### src/rtl/queue_pkg.sv
// queue_pkg: shared FSM state type and circular pointer increment for queue_param.
package queue_pkg;

   typedef enum logic {WAIT, RUN} state_t;

   function automatic int ptr_inc(input int ptr, input int depth);
      return (ptr == depth - 1) ? 0 : ptr + 1;
   endfunction

endpackage

### src/rtl/queue_ram.sv
// queue_ram: DEPTH x WIDTH register array, one write port, registered read port, no reset.
module queue_ram #(
   parameter int WIDTH = 8,
   parameter int DEPTH = 8
) (
   input  logic                     clk,
   input  logic                     wr_en,
   input  logic [$clog2(DEPTH)-1:0] wr_addr,
   input  logic [WIDTH-1:0]         wr_data,
   input  logic                     rd_en,
   input  logic [$clog2(DEPTH)-1:0] rd_addr,
   output logic [WIDTH-1:0]         rd_data
);

   logic [WIDTH-1:0] mem [DEPTH];

   // Read returns the pre-write word when both ports hit the same entry (full queue, enq+deq).
   always_ff @(posedge clk) begin
      if (wr_en) mem[wr_addr] <= wr_data;
      if (rd_en) rd_data <= mem[rd_addr];
   end

endmodule

### src/rtl/queue_param.sv
// queue_param: parametrised circular-buffer FIFO with sticky overflow/underflow error and flush.
// Define QUEUE_ALMOST_FLAGS_EN to add registered almost_full_out/almost_empty_out.
module queue_param
   import queue_pkg::*;
#(
   parameter int WIDTH = 8,
   parameter int DEPTH = 8
`ifdef QUEUE_ALMOST_FLAGS_EN
   ,
   parameter int AF_LEVEL = DEPTH - 1,
   parameter int AE_LEVEL = 1
`endif
) (
   input  logic                       clock_10KHZ,
   input  logic                       reset,
   input  logic                       verifica,
   input  logic                       flush_in,
   input  logic                       enqueue_in,
   input  logic [WIDTH-1:0]           data_in,
   input  logic                       dequeue_in,
   input  logic                       clear_err_in,
   output logic [WIDTH-1:0]           data_out,
   output logic                       data_valid_out,
   output logic [$clog2(DEPTH+1)-1:0] len_out,
   output logic                       full_out,
   output logic                       empty_out,
   output logic                       err_out
`ifdef QUEUE_ALMOST_FLAGS_EN
   ,
   output logic                       almost_full_out,
   output logic                       almost_empty_out
`endif
);

   localparam int PW = $clog2(DEPTH);
   localparam int LW = $clog2(DEPTH + 1);

   state_t          state, state_nx;
   logic [PW-1:0]   wr_ptr, rd_ptr;
   logic [LW-1:0]   len_nx;
   logic            run, do_enq, do_deq, fault, loaded;
   logic [WIDTH-1:0] rd_data;

   assign full_out  = len_out == LW'(DEPTH);
   assign empty_out = len_out == '0;
   // The RAM read register has no reset; mask it until the first real dequeue.
   assign data_out  = loaded ? rd_data : '0;

   always_ff @(posedge clock_10KHZ or negedge reset) begin
      if (!reset) state <= WAIT;
      else        state <= state_nx;
   end

   always_comb begin
      state_nx = verifica ? RUN : WAIT;
      run      = state == RUN;
      do_enq   = run & !flush_in & enqueue_in & (!full_out | dequeue_in);
      do_deq   = run & !flush_in & dequeue_in & !empty_out;
      fault    = run & !flush_in & ((enqueue_in & full_out & !dequeue_in) | (dequeue_in & empty_out));
      len_nx   = flush_in ? '0 : len_out + LW'(do_enq) - LW'(do_deq);
   end

   always_ff @(posedge clock_10KHZ or negedge reset) begin
      if (!reset) begin
         wr_ptr         <= '0;
         rd_ptr         <= '0;
         len_out        <= '0;
         data_valid_out <= 1'b0;
         err_out        <= 1'b0;
         loaded         <= 1'b0;
      end else begin
         wr_ptr         <= flush_in ? '0 : do_enq ? PW'(ptr_inc(int'(wr_ptr), DEPTH)) : wr_ptr;
         rd_ptr         <= flush_in ? '0 : do_deq ? PW'(ptr_inc(int'(rd_ptr), DEPTH)) : rd_ptr;
         len_out        <= len_nx;
         data_valid_out <= do_deq;
         err_out        <= fault | (err_out & !(run & clear_err_in));
         loaded         <= loaded | do_deq;
      end
   end

`ifdef QUEUE_ALMOST_FLAGS_EN
   always_ff @(posedge clock_10KHZ or negedge reset) begin
      if (!reset) begin
         almost_full_out  <= 1'b0;
         almost_empty_out <= 1'b1;
      end else begin
         almost_full_out  <= len_nx >= LW'(AF_LEVEL);
         almost_empty_out <= len_nx <= LW'(AE_LEVEL);
      end
   end
`endif

   queue_ram #(.WIDTH(WIDTH), .DEPTH(DEPTH)) u_ram (
      .clk     (clock_10KHZ),
      .wr_en   (do_enq),
      .wr_addr (wr_ptr),
      .wr_data (data_in),
      .rd_en   (do_deq),
      .rd_addr (rd_ptr),
      .rd_data (rd_data)
   );

endmodule

### config.mk
export PLATFORM = sky130hd
export DESIGN_NAME = queue_param
export DESIGN_NICKNAME = d
export VERILOG_FILES = /design/src/rtl/queue_pkg.sv /design/src/rtl/queue_ram.sv /design/src/rtl/queue_param.sv
export SDC_FILE = /design/constraint.sdc
export NUM_CORES = 1
export LEC_CHECK = 0
export CAP_MARGIN = 10
export CORE_ASPECT_RATIO = 1.2
export CORE_UTILIZATION = 35
export DETAILED_ROUTE_END_ITERATION = 16
export MAX_ROUTING_LAYER = met4
export SLEW_MARGIN = 5
export SYNTH_ARGS = -nofsm -noshare
export SYNTH_HDL_FRONTEND = slang
export SYNTH_SLANG_ARGS = --single-unit
### constraint.sdc
create_clock -name clock_10KHZ -period 3.1 [get_ports clock_10KHZ]
set_clock_uncertainty 0.2 [all_clocks]
set_input_delay 0.62 -clock clock_10KHZ [delete_from_list [all_inputs] [get_ports clock_10KHZ]]
set_output_delay 0.62 -clock clock_10KHZ [all_outputs]
set_load 0.1 [all_outputs]
; After elaboration in Yosys (flattened, before gate mapping)
; Memories as Yosys holds them, arrays and structs flattened. A register that Yosys moved wholly into a read port is not among the register bits.
; Index checks and enable logic that the tools add are counted.
[word_totals]
reg_bits = 14
mem_bits_rw = 64
input_bits = 15
output_inout_bits = 16
word_cells = 49
n_memories = 1
[op_classes]
add_sub_neg = 4
n_eq_ne = 3
mux = 11
bitwise = 15
n_reduce_logical = 8
[memory_table]
columns = memory, depth, word_bits, rd, rd_ports_with_merged_regs, write_ports, line_no
row1 = u_ram.mem, 8, 8, 1, 1, 1, queue_ram.sv:15  ; logic [WIDTH-1:0] mem [DEPTH];
[op_table]
columns = cell, n
row1 = 3-bit two-way mux, 6
row2 = 1-bit AND, 11
row3 = 8-bit two-way mux, 1
row4 = 3-bit by 1-bit adder with 3-bit output (second input constant), 2
row5 = 3-bit by 1-bit equality test with 1-bit output (second input constant), 2
row6 = 1-bit logical NOT, 5
row7 = 4-bit by 1-bit adder with 4-bit output, 1
row8 = 4-bit equality test (second input constant), 1
row9 = 4-bit logical NOT, 1
row10 = 4-bit two-way mux, 1
row11 = 1-bit bitwise OR, 4
row12 = 2-bit nonzero test, 2
row13 = 4-bit by 1-bit subtractor with 4-bit output, 1
row14 = 1-bit two-way mux, 3

; Depth between registers and ports, before layout
[depth]
depth_word = 7
mapped_depth = 11
depth_no_buf = 10

; By module
; From an unflattened synthesis, not the netlist that was laid out.
[unflattened]
hier_cells = 196
hier_area_um2 = 3636.0
[modules_own_cells]
columns = mod, instances, cells_per_inst, area_per_inst_um2, seq_area_each_um2
row1 = queue_ram, 1, 114, 2771.4, 2162.1
row2 = queue_param, 1, 82, 864.6, 350.3

; Worst setup path before layout
; OpenSTA, ideal clock, no wires.
[synth_timing]
kind = reg-to-reg
startpoint = register len_out[2]
endpoint = register len_out[2]
setup_ns = 0.131
t_arrival_ns = 5.085
required_time_ns = 2.769
path_slack_ns = -2.316
path_stages_with_launch = 12
path_buffers = 1
synth_period_minus_slack_ns = 5.416
cell_sequence = dfrtp_1 -> inv_1 -> ha_1 -> nor3b_1 -> and3b_1 -> clkbuf_1 -> ha_1 -> inv_1 -> ha_1 -> fa_1 -> xnor2_1 -> nor2_1
[synth_via]
word_cells_on_any_way = 10
classes_between = add/sub: 2 / eq/ne: 1 / mux: 1 / bitwise: 3 / reduce/logical: 3
[synth_rtl]
columns = item, line_no
row1 = start: declaration, queue_param.sv:24  ; output logic [$clog2(DEPTH+1)-1:0] len_out,
row2 = start signal: assignment, queue_param.sv:74  ; len_out <= len_nx;
row3 = 4-bit logical NOT, queue_param.sv:45  ; assign empty_out = len_out == '0;
row4 = named net empty_out, queue_param.sv:26  ; output logic empty_out,
row5 = 1-bit logical NOT, queue_param.sv:58  ; do_deq = run & !flush_in & dequeue_in & !empty_out;
row6 = 1-bit AND, queue_param.sv:58
row7 = named net do_deq, queue_param.sv:41  ; logic run, do_enq, do_deq, fault, loaded;
row8 = 4-bit by 1-bit subtractor with 4-bit output, queue_param.sv:60  ; len_nx = flush_in ? '0 : len_out + LW'(do_enq) - LW'(do_deq);
row9 = 4-bit two-way mux, queue_param.sv:60
row10 = named net len_nx[2], queue_param.sv:40  ; logic [LW-1:0] len_nx;
; The timed path passes the listed nets, and every way through them passes these cells.
; A chain may end at the register's enable or synchronous reset.

; Final worst setup path
[layout_timing]
startpoint = input dequeue_in
endpoint = register len_out[1]
[layout_via]
elab_chain_len = 5
word_cells_on_any_way = 7
classes_between = add/sub: 2 / mux: 1 / bitwise: 4
[layout_lines]
columns = item, line_no
row1 = start: declaration, queue_param.sv:20  ; input logic dequeue_in,
row2 = 1-bit bitwise OR, queue_param.sv:57  ; do_enq = run & !flush_in & enqueue_in & (!full_out | dequeue_in);
row3 = 1-bit AND, queue_param.sv:57
row4 = 4-bit by 1-bit adder with 4-bit output, queue_param.sv:60
row5 = 4-bit by 1-bit subtractor with 4-bit output *, queue_param.sv:60
row6 = 4-bit two-way mux *, queue_param.sv:60
row7 = named net len_nx[1], queue_param.sv:40
; The timed path passes the listed nets; every way through them passes the cells marked *.

==> flow_summary.toml <==
[outcome]
outcome = "completed"

[placement]
port_buffers = 30
gp_routability_congestion = 0.696
dp_cells = 353
dp.final_hpwl_um = 3700
post_dp_cell_area_um2 = 4140

[layout]
final_cell_area_um2 = 4460
mostFrequentLayoutCell = "edfxtp_1"
finalNetCount = 264
flow.area_growth_from_synthesis_pct = 23.2
stdcell_count = 369
n_antenna_cell = 0
layout-drive-gt1-share_pct = 29.2
layout.cells.most_common_list = "edfxtp_1 (72), buf_4 (28), mux4_1 (16)"
filler_cell_count = 899

[sta]
fmax_mhz = 381
timing.final.hold_violations = 0
timing.slew.headroom_pct = 40.9
setup_repair_after_global_routing_missed_its_margin = "no"
timing_max_transition_violations_final = 0
timing.setup.tns_ns = 0
holdWs_ns = 0.301
setup_viol_count_final = 0
worst-slew-pin-transition_ns = 0.886
period_needed_ns = 2.63
fin_crit_sh_pct = 84.7

[clocking]
cts_tree = "done"
ctsResizeCount = 0
clk_path_buf_depth = 2
postCtsHoldBufs = 0
cts_root_buf = "clkbuf_16"
cts-buffers-inserted = 9
cts_post_setup_buffers_inserted = 0
clock_sinks = 86
clock_latency_of_the_later_clocked_register_in_the_worst_skew_pair_ns = 0.34
clk_pin_slew_ns = 0.06
cts.htree.levels = 3

[global_route]
grt_antenna_before_repair = 0
vias_in_the_first_global_route = 1664
grt_first_pass_wirelength_um = 9160
grt_overflow_total = 0
gr-usage-all-layers_pct = 12.7
grt_max_degree = 19

[yosys]
number_of_instances_in_the_synthesized_netlist = 194
syn-cell-area_um2 = 3620
synth.yosys.seq_area_share_pct = 69.4
net_count_synth = 220
syn_avg_cell_area_um2 = 18.7
synth.lib_cells_used.distinct = 32
flip_flop_and_latch_count_after_synthesis = 86
ys.warnings.count = 0

[power]
share_comb_of_total_power_pct = 25.3
post-layout-total-power_mw = 3.33
power.share.sequential_pct = 41.0
sw_frac_of_total_pct = 32.1
leakagePower_nw = 1.58
pwr-share-clk_pct = 33.8
cell_internal_pwr_mw = 2.26
power.density_nw_per_um2 = 748
switching_power_mw = 1.07
vdd.ir_drop.worst_v = 0.000347

[critical_path]
critical_path_buf_inv_count = 2
crit_path_top_delay_cell = "clkdlybuf4s50_1"
worst_setup_path_start_kind = "primary input"
r2r_end = "len_out[1]$_DFF_PN0_"
critPathMaxFanout = 4
required_ns = 3.13
cpMostUsedCell = "ha_4"
critPathArrivalTime_ns = 2.65
critical-path-max-stage-delay_ns = 0.46
ff2ff_path_depth = 9
cp_top_family = "simple AND/OR/NAND/NOR gates"
critical_path.endpoint_type = "flop"
r2r_startpoint = "len_out[2]$_DFF_PN0_"
critical_path_class = "primary input to flop"
r2r_setup_slack_ns = 0.54
timing.critical_path.cells = "clkdlybuf4s50_1 -> nor4b_1 -> nand3b_1 -> ha_4 -> inv_2 -> ha_4 -> fa_2 -> nor2b_1"

[floorplanning]
dieWidth_um = 94.8
die_extent_in_y_um = 113
io-pin-count = 31
design.core.area_um2 = 10000
die_area_um2 = 10800
initial_core_util_pct = 36.1
num_rows = 40

[routing]
wl_um = 5950
drt_iter0_markers = 120
ant_nets = 0
route.detailed.vias_per_inst = 4.88
route.vias.total = 1799
detailedRoute.firstPassIterationCount = 4
wl_per_cell_um = 16.1
drc_errors = 0

[worst_hold_path]
worstHoldEndpoint = "err_out$_DFF_PN0_"
hold_class = "flop to flop"
min_path_cells = 1
hp-start = "err_out$_DFF_PN0_"

[flow_run]
timing.max_cap.violations = 0
per-layer routing:
layer	global-route usage (%)	vias up	wire length, um
li1	-	862	-
met1	14.6	888	2490
met2	19.9	40	3050
met3	3.20	9	274
met4	7.58	0	137
met5	-	-	0
final cells by class:
type | instances | area (um^2) | area share (%)
Multi-Input combinational cell | 89 | 1070 | 24.1
Timing Repair Buffer | 42 | 350 | 7.86
Clock inverter | 5 | 82.6 | 1.85
Sequential cell | 86 | 2520 | 56.6
Clock buffer | 11 | 233 | 5.22
Tap cell | 126 | 158 | 3.54
Inverter | 10 | 40.0 | 0.898
per-stage QoR:
| step | utilization [%] | setup WS, ns |
|---|---|---|
| final | 44.5 | 0.474 |
| after global routing | 44.5 | 0.415 |
| after CTS | 44.5 | 0.479 |
| after detailed placement | 41.4 | 0.130 |
| after global placement | 41.4 | 0.203 |
| after floorplan | - | -0.359 |
how the worst max path moves through the flow:
stage / from / to / slack, ns / cells after the start
final: dequeue_in / len_out[1]$_DFF_PN0_ / 0.47 / 8
after CTS: dequeue_in / len_out[1]$_DFF_PN0_ / 0.48 / 8
after global placement: dequeue_in / len_out[1]$_DFF_PN0_ / 0.20 / 8
after detailed placement: dequeue_in / len_out[1]$_DFF_PN0_ / 0.13 / 8
after floorplan: len_out[3]$_DFF_PN0_ / len_out[1]$_DFF_PN0_ / -0.36 / 10
after global routing: dequeue_in / len_out[1]$_DFF_PN0_ / 0.42 / 8
synth_stat cells:
cell | count | area share [%]
buf_6 | 1 | 0.31
nand3_1 | 1 | 0.14
nor3b_1 | 1 | 0.21
a21oi_1 | 2 | 0.28
or2_2 | 1 | 0.17
nand2_1 | 5 | 0.52
o311ai_0 | 2 | 0.48
fa_1 | 1 | 0.55
ha_1 | 10 | 3.5
o21ai_0 | 2 | 0.28
mux2_2 | 12 | 3.7
nor2b_1 | 6 | 1.0
inv_1 | 10 | 1.0
edfxtp_1 | 72 | 60
and2_1 | 9 | 1.6
a32o_1 | 1 | 0.28
nand3b_1 | 1 | 0.21
buf_12 | 1 | 0.55
clkbuf_1 | 3 | 0.31
xnor2_1 | 1 | 0.24
mux4_1 | 16 | 12
dfrtp_1 | 14 | 9.7
nand2b_1 | 1 | 0.17
nor2_1 | 5 | 0.52
buf_2 | 2 | 0.28
and3b_1 | 1 | 0.24
buf_1 | 2 | 0.21
nor4_1 | 2 | 0.35
o31ai_1 | 1 | 0.21
a31o_2 | 1 | 0.24
nor4b_1 | 4 | 0.97
nor3_1 | 3 | 0.41
power groups by stage:
stage	Sequential (mW)	Combinational [mW]	Clock [mW]
after floorplan	1.51	0.547	0
after global placement	1.39	0.841	0
after detailed placement	1.39	0.846	0
after CTS	1.37	0.849	1.16
after global routing	1.38	0.880	1.20
final	1.37	0.842	1.13
cell families (layout without fill, tap and decap cells):
logic type	count (synthesis)	in the layout	share of synthesized area (%)
flip-flops	86	86	69.4
AND/OR/NAND/NOR	40	40	6.50
multiplexers	28	28	15.4
buffers and inverters	19	68	2.70
adder cells (fa/ha/maj)	11	11	4.01
AO/OA/AOI/OAI	9	9	1.76
XOR/XNOR	1	1	0.242
state kept, by name, indices dropped and copies added (netlist names):
register,count
u_ram.mem,64
u_ram.rd_data,8
len_out,4
rd_ptr,3
wr_ptr,3
data_valid_out,1
err_out,1
loaded,1
run,1
No activity file was read; power rests on OpenSTA's default activity.
